## src/rtl/uart_pkg.sv

```systemverilog
// uart_pkg: shared UART receive state encodings, oversampling constants and helpers
package uart_pkg;

    typedef enum logic [2:0] {
        ST_IDLE   = 3'd0,
        ST_START  = 3'd1,
        ST_DATA   = 3'd2,
        ST_PARITY = 3'd3,
        ST_STOP   = 3'd4
    } rx_state_t;

    localparam int OSM_FULL_16 = 16;
    localparam int OSM_FULL_13 = 13;
    localparam int OSM_HALF_16 = 8;
    localparam int OSM_HALF_13 = 6;

    localparam logic [1:0] WLS_5 = 2'd0;
    localparam logic [1:0] WLS_6 = 2'd1;
    localparam logic [1:0] WLS_7 = 2'd2;
    localparam logic [1:0] WLS_8 = 2'd3;

    // Last cycle index of a full bit period
    function automatic logic [3:0] full_m1(input logic osm);
        return osm ? 4'(OSM_FULL_13 - 1) : 4'(OSM_FULL_16 - 1);
    endfunction

    // Last cycle index of a half bit period (start-bit centre)
    function automatic logic [3:0] half_m1(input logic osm);
        return osm ? 4'(OSM_HALF_13 - 1) : 4'(OSM_HALF_16 - 1);
    endfunction

    // Mask of valid data bits for a word-length select
    function automatic logic [7:0] wls_mask(input logic [1:0] wls);
        logic [7:0] m;
        m = 8'hFF;
        case (wls)
            WLS_5: m = 8'h1F;
            WLS_6: m = 8'h3F;
            WLS_7: m = 8'h7F;
            WLS_8: m = 8'hFF;
        endcase
        return m;
    endfunction

endpackage

```

## src/rtl/uart_rx_deshift_if.sv

```systemverilog
// uart_rx_deshift_if: receive line, frame configuration and character/flag outputs
interface uart_rx_deshift_if;
    logic       enable_in;
    logic       serial_in;
    logic       osm_sel_in;
    logic [1:0] wls_in;
    logic       pen_in;
    logic       eps_in;
    logic       sp_in;
    logic [7:0] rbr_out;
    logic       rx_valid_out;
    logic       pe_out;
    logic       fe_out;
    logic       bi_out;
    logic       busy_out;

    modport master (
        output enable_in, serial_in, osm_sel_in, wls_in, pen_in, eps_in, sp_in,
        input  rbr_out, rx_valid_out, pe_out, fe_out, bi_out, busy_out
    );

    modport slave (
        input  enable_in, serial_in, osm_sel_in, wls_in, pen_in, eps_in, sp_in,
        output rbr_out, rx_valid_out, pe_out, fe_out, bi_out, busy_out
    );
endinterface

```

## src/rtl/uart_rx_sync.sv

```systemverilog
// uart_rx_sync: multi-flop synchronizer for an asynchronous idle-high line plus falling-edge detect
module uart_rx_sync #(
    parameter int SYNC_STAGES = 2
) (
    input  logic i_clk,
    input  logic i_rst_n,
    input  logic i_d,
    output logic o_rx_s,
    output logic o_fall_edge
);
    logic [SYNC_STAGES-1:0] r_sync;
    logic                   r_prev;

    // Shift the line through the synchronizer and keep the previous synchronized value
    always_ff @(posedge i_clk or negedge i_rst_n) begin
        if (!i_rst_n) begin
            r_sync <= '1;
            r_prev <= 1'b1;
        end else begin
            r_sync <= {r_sync[SYNC_STAGES-2:0], i_d};
            r_prev <= r_sync[SYNC_STAGES-1];
        end
    end

    assign o_rx_s      = r_sync[SYNC_STAGES-1];
    assign o_fall_edge = r_prev & ~r_sync[SYNC_STAGES-1];
endmodule

```

## src/rtl/uart_rx_deshift.sv

```systemverilog
// uart_rx_deshift: UART receive deserializer with start validation, parity and framing checks
module uart_rx_deshift
    import uart_pkg::*;
#(
    parameter int SYNC_STAGES = 2
) (
    input  logic              bclk_in,
    input  logic              rstn_in,
    uart_rx_deshift_if.slave  bus
);
    rx_state_t  r_state, w_state_nxt;
    logic [3:0] r_cyc, w_cyc_nxt;
    logic [2:0] r_bit, w_bit_nxt;
    logic [7:0] r_shift, w_shift_nxt;
    logic       r_pe_flag, w_pe_flag_nxt;
    logic       r_par_bit, w_par_bit_nxt;
    logic       r_osm, w_osm_nxt;
    logic [1:0] r_wls, w_wls_nxt;
    logic       r_pen, w_pen_nxt;
    logic       r_eps, w_eps_nxt;
    logic       r_sp, w_sp_nxt;
    logic [7:0] r_rbr, w_rbr_nxt;
    logic       r_valid, w_valid_nxt;
    logic       r_pe, w_pe_nxt;
    logic       r_fe, w_fe_nxt;
    logic       r_bi, w_bi_nxt;
    logic       w_rx, w_fall, w_tick, w_par_exp;

    uart_rx_sync #(.SYNC_STAGES(SYNC_STAGES)) u_sync (
        .i_clk       (bclk_in),
        .i_rst_n     (rstn_in),
        .i_d         (bus.serial_in),
        .o_rx_s      (w_rx),
        .o_fall_edge (w_fall)
    );

    assign w_tick    = (r_cyc == full_m1(r_osm));
    assign w_par_exp = r_sp ? ~r_eps : (r_eps ? ^r_shift : ~^r_shift);

    // Next-state and datapath decode for the receive frame sequence
    always_comb begin
        w_state_nxt   = r_state;
        w_cyc_nxt     = r_cyc;
        w_bit_nxt     = r_bit;
        w_shift_nxt   = r_shift;
        w_pe_flag_nxt = r_pe_flag;
        w_par_bit_nxt = r_par_bit;
        w_osm_nxt     = r_osm;
        w_wls_nxt     = r_wls;
        w_pen_nxt     = r_pen;
        w_eps_nxt     = r_eps;
        w_sp_nxt      = r_sp;
        w_rbr_nxt     = r_rbr;
        w_valid_nxt   = 1'b0;
        w_pe_nxt      = r_pe;
        w_fe_nxt      = r_fe;
        w_bi_nxt      = r_bi;
        if (!bus.enable_in) begin
            w_state_nxt = ST_IDLE;
            w_cyc_nxt   = '0;
        end else begin
            case (r_state)
                ST_IDLE: begin
                    if (w_fall) begin
                        w_state_nxt = ST_START;
                        w_cyc_nxt   = '0;
                    end
                end
                ST_START: begin
                    w_cyc_nxt = r_cyc + 4'd1;
                    if (r_cyc == half_m1(bus.osm_sel_in)) begin
                        if (w_rx) begin
                            w_state_nxt = ST_IDLE;
                        end else begin
                            w_state_nxt   = ST_DATA;
                            w_cyc_nxt     = '0;
                            w_bit_nxt     = '0;
                            w_shift_nxt   = '0;
                            w_pe_flag_nxt = 1'b0;
                            w_par_bit_nxt = 1'b0;
                            w_osm_nxt     = bus.osm_sel_in;
                            w_wls_nxt     = bus.wls_in;
                            w_pen_nxt     = bus.pen_in;
                            w_eps_nxt     = bus.eps_in;
                            w_sp_nxt      = bus.sp_in;
                        end
                    end
                end
                ST_DATA: begin
                    w_cyc_nxt = r_cyc + 4'd1;
                    if (w_tick) begin
                        w_cyc_nxt            = '0;
                        w_shift_nxt[r_bit]   = w_rx;
                        w_bit_nxt            = r_bit + 3'd1;
                        if (r_bit == {1'b0, r_wls} + 3'd4)
                            w_state_nxt = r_pen ? ST_PARITY : ST_STOP;
                    end
                end
                ST_PARITY: begin
                    w_cyc_nxt = r_cyc + 4'd1;
                    if (w_tick) begin
                        w_cyc_nxt     = '0;
                        w_par_bit_nxt = w_rx;
                        w_pe_flag_nxt = w_rx != w_par_exp;
                        w_state_nxt   = ST_STOP;
                    end
                end
                ST_STOP: begin
                    w_cyc_nxt = r_cyc + 4'd1;
                    if (w_tick) begin
                        w_cyc_nxt   = '0;
                        w_rbr_nxt   = r_shift & wls_mask(r_wls);
                        w_fe_nxt    = ~w_rx;
                        w_pe_nxt    = r_pe_flag;
                        w_bi_nxt    = ((r_shift & wls_mask(r_wls)) == 8'h00) && (!r_pen || !r_par_bit) && !w_rx;
                        w_valid_nxt = 1'b1;
                        w_state_nxt = ST_IDLE;
                    end
                end
                default: w_state_nxt = ST_IDLE;
            endcase
        end
    end

    // State, counters, frame config and result registers
    always_ff @(posedge bclk_in or negedge rstn_in) begin
        if (!rstn_in) begin
            r_state   <= ST_IDLE;
            r_cyc     <= '0;
            r_bit     <= '0;
            r_shift   <= '0;
            r_pe_flag <= 1'b0;
            r_par_bit <= 1'b0;
            r_osm     <= 1'b0;
            r_wls     <= '0;
            r_pen     <= 1'b0;
            r_eps     <= 1'b0;
            r_sp      <= 1'b0;
            r_rbr     <= '0;
            r_valid   <= 1'b0;
            r_pe      <= 1'b0;
            r_fe      <= 1'b0;
            r_bi      <= 1'b0;
        end else begin
            r_state   <= w_state_nxt;
            r_cyc     <= w_cyc_nxt;
            r_bit     <= w_bit_nxt;
            r_shift   <= w_shift_nxt;
            r_pe_flag <= w_pe_flag_nxt;
            r_par_bit <= w_par_bit_nxt;
            r_osm     <= w_osm_nxt;
            r_wls     <= w_wls_nxt;
            r_pen     <= w_pen_nxt;
            r_eps     <= w_eps_nxt;
            r_sp      <= w_sp_nxt;
            r_rbr     <= w_rbr_nxt;
            r_valid   <= w_valid_nxt;
            r_pe      <= w_pe_nxt;
            r_fe      <= w_fe_nxt;
            r_bi      <= w_bi_nxt;
        end
    end

    assign bus.rbr_out      = r_rbr;
    assign bus.rx_valid_out = r_valid;
    assign bus.pe_out       = r_pe;
    assign bus.fe_out       = r_fe;
    assign bus.bi_out       = r_bi;
    assign bus.busy_out     = (r_state != ST_IDLE);
endmodule

```

## src/flat_wrapper.sv

```systemverilog
// flat-port wrapper written by rule: the top's interface ports become plain ports
module uart_rx_deshift_flat import uart_pkg::*;
#(
    parameter int SYNC_STAGES = 2
)
  (bclk_in, rstn_in, bus_enable_in, bus_serial_in, bus_osm_sel_in, bus_wls_in, bus_pen_in, bus_eps_in, bus_sp_in, bus_rbr_out, bus_rx_valid_out, bus_pe_out, bus_fe_out, bus_bi_out, bus_busy_out);
  uart_rx_deshift_if bus_i ();
  input  logic bclk_in;
  input  logic rstn_in;
  input wire logic [$bits(bus_i.enable_in)-1:0] bus_enable_in;
  input wire logic [$bits(bus_i.serial_in)-1:0] bus_serial_in;
  input wire logic [$bits(bus_i.osm_sel_in)-1:0] bus_osm_sel_in;
  input wire logic [$bits(bus_i.wls_in)-1:0] bus_wls_in;
  input wire logic [$bits(bus_i.pen_in)-1:0] bus_pen_in;
  input wire logic [$bits(bus_i.eps_in)-1:0] bus_eps_in;
  input wire logic [$bits(bus_i.sp_in)-1:0] bus_sp_in;
  output wire logic [$bits(bus_i.rbr_out)-1:0] bus_rbr_out;
  output wire logic [$bits(bus_i.rx_valid_out)-1:0] bus_rx_valid_out;
  output wire logic [$bits(bus_i.pe_out)-1:0] bus_pe_out;
  output wire logic [$bits(bus_i.fe_out)-1:0] bus_fe_out;
  output wire logic [$bits(bus_i.bi_out)-1:0] bus_bi_out;
  output wire logic [$bits(bus_i.busy_out)-1:0] bus_busy_out;
  assign bus_i.enable_in = bus_enable_in;
  assign bus_i.serial_in = bus_serial_in;
  assign bus_i.osm_sel_in = bus_osm_sel_in;
  assign bus_i.wls_in = bus_wls_in;
  assign bus_i.pen_in = bus_pen_in;
  assign bus_i.eps_in = bus_eps_in;
  assign bus_i.sp_in = bus_sp_in;
  assign bus_rbr_out = bus_i.rbr_out;
  assign bus_rx_valid_out = bus_i.rx_valid_out;
  assign bus_pe_out = bus_i.pe_out;
  assign bus_fe_out = bus_i.fe_out;
  assign bus_bi_out = bus_i.bi_out;
  assign bus_busy_out = bus_i.busy_out;
  uart_rx_deshift #(.SYNC_STAGES(SYNC_STAGES)) u_core (.bclk_in(bclk_in), .rstn_in(rstn_in), .bus(bus_i));
endmodule
```

## config.mk

```make
export PLATFORM = sky130hd
export DESIGN_NAME = uart_rx_deshift_flat
export DESIGN_NICKNAME = d
export VERILOG_FILES = /design/src/rtl/uart_pkg.sv /design/src/rtl/uart_rx_deshift_if.sv /design/src/rtl/uart_rx_sync.sv /design/src/rtl/uart_rx_deshift.sv /design/src/flat_wrapper.sv
export SDC_FILE = /design/constraint.sdc
export NUM_CORES = 1
export LEC_CHECK = 0
export BUFFER_PORTS_ARGS = -buffer_cell sky130_fd_sc_hd__buf_2
export CAP_MARGIN = 20
export CELL_PAD_IN_SITES_DETAIL_PLACEMENT = 1
export CELL_PAD_IN_SITES_GLOBAL_PLACEMENT = 2
export CORE_AREA = 2 2 84 86
export DETAILED_ROUTE_END_ITERATION = 12
export DIE_AREA = 0 0 86 88
export PLACE_DENSITY = 0.73
export RECOVER_POWER = 25
export SKIP_CTS_REPAIR_TIMING = 1
export SYNTH_ARGS = -nofsm -noshare
export SYNTH_HDL_FRONTEND = slang
export SYNTH_SLANG_ARGS = --single-unit
```

## constraint.sdc

```tcl
create_clock -name bclk_in -period 1.9 [get_ports bclk_in]
set_input_delay 0.095 -clock bclk_in [delete_from_list [all_inputs] [get_ports bclk_in]]
set_output_delay 0.095 -clock bclk_in [all_outputs]
set_load 0.03 [all_outputs]
```

==> impl_metrics.tcl <==
set metrics [dict create \
    cp-start-kind "register" \
    die_y_um 88 \
    via_count 1732 \
    syn-num-nets 232 \
    p_leak_nw 1.29 \
    worst-slew-pin-transition_ns 1.06 \
    drc 0 \
    fill_cells 770 \
    cts_root_buffer "clkbuf_8" \
    fmax_mhz 542 \
    place_congestion 0.768 \
    worstPathArrival_ns 2.01 \
    drive_above_1_share_pct 30.4 \
    grt_pass1_vias 1763 \
    yosysWarnings 0 \
    synthMuxAreaShare_pct 9.97 \
    grt_overflow_total 0 \
    ys_ff_latch 41 \
    clk_pin_slew_ns 0.08 \
    clkSinkCount 41 \
    ir_drop_v 0.000211 \
    stdcell_count 340 \
    row_count 30 \
    synth_async_sr_flop_share_pct 100 \
    hold_viol_final 0 \
    synth.largest_area_cell "dfrtp_1" \
    finClkSkew_ns 0.00289 \
    routed_wirelength_um 5490 \
    cp.required_ns 2.07 \
    syn_inst 218 \
    initial_core_util_pct 32.9 \
    antenna_found_initial 0 \
    synth.avg_cell_area_um2 10.0 \
    regArea_mm2 0.00103 \
    antennaDiodeCount 0 \
    whs_ns 0.0380 \
    syn_area_mm2 0.00218 \
    synth-edff-count 0 \
    yosys.area_share.adder_pct 2.29 \
    period_share_pct 97.0 \
    die_area_mm2 0.00757 \
    clockBufferDepth 2 \
    maxCapViolCount 0 \
    status "completed" \
    finalCriticalPeriod_ns 1.84 \
    synth_seq_area_share_pct 47.1 \
    wl_per_cell_um 16.1 \
    numCtsBuffers 5 \
    grt_usage_pct 15.7 \
    dp_cells 328 \
    cts_tree "yes" \
    io_pins 23 \
    core_mm2 0.00664 \
    dp_hpwl_um 3950 \
    relSlewSlack_pct 29.3 \
    ys_top_cells_by_area "dfrtp_1, nand2_1, mux2_2" \
    port_buffers 22 \
    synthXorXnorAreaFrac_pct 4.24 \
    grt_max_degree 42 \
    rsz0062_at_grt "true" \
    htreeDepth 2 \
    critPathKind "register to register" \
    synth_top_family_by_area "simple AND/OR/NAND/NOR gates" \
    insertion_delay_ns 0.29 \
    fin_nets 274 \
    drt_iter0_markers 91 \
    grt_first_pass_wirelength_um 9010 \
    die_width_um 86 \
    path_max_fanout 11 \
    min_path_type "primary input to register" \
    synth_cell_type_count 50 \
    power_mw 1.68 \
    maxSlewViolCount 0 \
    yosys.area.top_type_share_pct 43.5 \
    synthSimpleGateAreaFrac_pct 20.1 \
    avgViaCountPerCell 5.09 \
    area_growth_syn_to_layout_pct 22.7 \
    multi_input_area_mm2 0.00110 \
    dr.pass1.iters 4 \
    finalSetupViolCount 0 \
    synth_compound_area_share_pct 11.5 \
    ys.flop_type "dfrtp_1" \
    ant_nets 0 \
    end_kind "register" \
    power_density_mw_per_mm2 625 \
]
placed cells by master, fill, tap and decap left out, types with 3 or more instances in the layout:
cell type | synthesis | final
nand2_1 | 37 | 37
xnor2_1 | 5 | 4
o31ai_1 | 3 | 3
o21ai_0 | 16 | 16
inv_1 | 9 | 7
nand3_1 | 6 | 6
and2_1 | 5 | 5
mux2_2 | 10 | 9
dfstp_2 | 3 | 3
dfrtp_1 | 38 | 38
ha_1 | 4 | 3
mux2i_1 | 9 | 9
nor2_1 | 9 | 8
buf_4 | 1 | 20
xor2_1 | 3 | 3
buf_2 | 2 | 22
clkbuf_8 | 0 | 5
nor3_1 | 7 | 7
nand4_1 | 4 | 4
where the power goes:
part           switching [mW]  internal, mW  total (mW)  leakage [nW]
Sequential            0.00930         0.881       0.890         0.556
Combinational          0.0575        0.0385      0.0960         0.682
Clock                   0.307         0.382       0.689        0.0540
Total                   0.374          1.30        1.68          1.29
per-layer routing:
layer  up-vias  track usage [%]  routed length, um
met5         -                0                  0
met4         0             5.05                 91
met3         9             3.39                166
met2        19             25.9               2690
met1       860             20.4               2540
li1        844                -                  -
cell families after synthesis:
logic type                 count (synthesis)
xor gates and xnor gates                   9
adders and majority gates                  4
muxes                                     20
AOI/OAI and AO/OA                         37
DFF                                       41
buffers and inverters                     21
and+or+nand+nor                           86
layout make-up:
cell class | instances | area share [%]
Tap cell | 80 | 3.73
Clock inverter | 2 | 1.31
Timing Repair Buffer | 47 | 11.8
Sequential cell | 41 | 38.4
Clock buffer | 5 | 2.57
Multi-Input combinational cell | 156 | 40.9
Inverter | 9 | 1.26
path summary, 6_finish.rpt:
path / from / to / slack (ns) / cells after the start
setup / recovery: u_core.r_cyc[0] / u_core.r_shift[5] / 0.06 / 6
hold / removal: bus_eps_in / u_core.r_eps / 0.04 / 2
setup reg to reg: u_core.r_cyc[0] / u_core.r_shift[5] / 0.06 / 6
hold reg to reg: u_core.u_sync.r_sync[0] / u_core.u_sync.r_sync[1] / 0.36 / 0
max in group asynchronous: rstn_in / u_core.r_pen / 0.64 / 3
min in group asynchronous: rstn_in / u_core.r_state[2] / 0.60 / 3
flip-flops by register name (all words and copies together), names as in the netlist:
register,count
u_core.bus.rbr_out,8
u_core.r_shift,8
u_core.r_cyc,4
u_core.r_bit,3
u_core.r_state,3
u_core.r_wls,2
u_core.u_sync.r_sync,2
u_core.bus.bi_out,1
u_core.bus.fe_out,1
u_core.bus.pe_out,1
u_core.bus.rx_valid_out,1
u_core.r_eps,1
u_core.r_osm,1
u_core.r_par_bit,1
u_core.r_pe_flag,1
u_core.r_pen,1
u_core.r_sp,1
u_core.u_sync.r_prev,1
worst max-delay path, stage by stage, from the launching register on:
cell and delay (ns):
dfrtp_1 0.41, or3b_4 0.45, a211oi_4 0.25, mux2_4 0.22, buf_12 0.12, nand4b_1 0.13, mux2i_1 0.14
cells in the mapped netlist (all sizes together) (2+ instances only):
| library cell | instances |
|---|---|
| o21a | 2 |
| xor2 | 3 |
| nand4b | 2 |
| nor2b | 2 |
| nand3 | 6 |
| nor3 | 7 |
| buf | 5 |
| nand2 | 37 |
| mux2i | 9 |
| dfstp | 3 |
| a21oi | 3 |
| ha | 4 |
| xnor2 | 5 |
| nand4 | 4 |
| and2 | 5 |
| a31oi | 2 |
| nand3b | 2 |
| dfrtp | 38 |
| o31ai | 3 |
| nor2 | 9 |
| o211ai | 2 |
| or3b | 3 |
| clkbuf | 7 |
| mux2 | 11 |
| nand2b | 2 |
| o21ai | 16 |
| inv | 9 |
stage by stage:
stage / setup slack (ns) / instance area, um2 / util (%) / TNS (ns)
after global routing: -0.0348 / 2680 / 40.3 / -0.120
final: 0.0564 / 2680 / 40.3 / 0
after CTS: 0.0248 / 2590 / 39.0 / 0
after detailed placement: 0.0378 / 2490 / 37.4 / 0
after global placement: 0.0991 / 2490 / 37.4 / 0
after floorplan: 0.106 / 2180 / - / 0
Power figures use the tool's default switching activity.
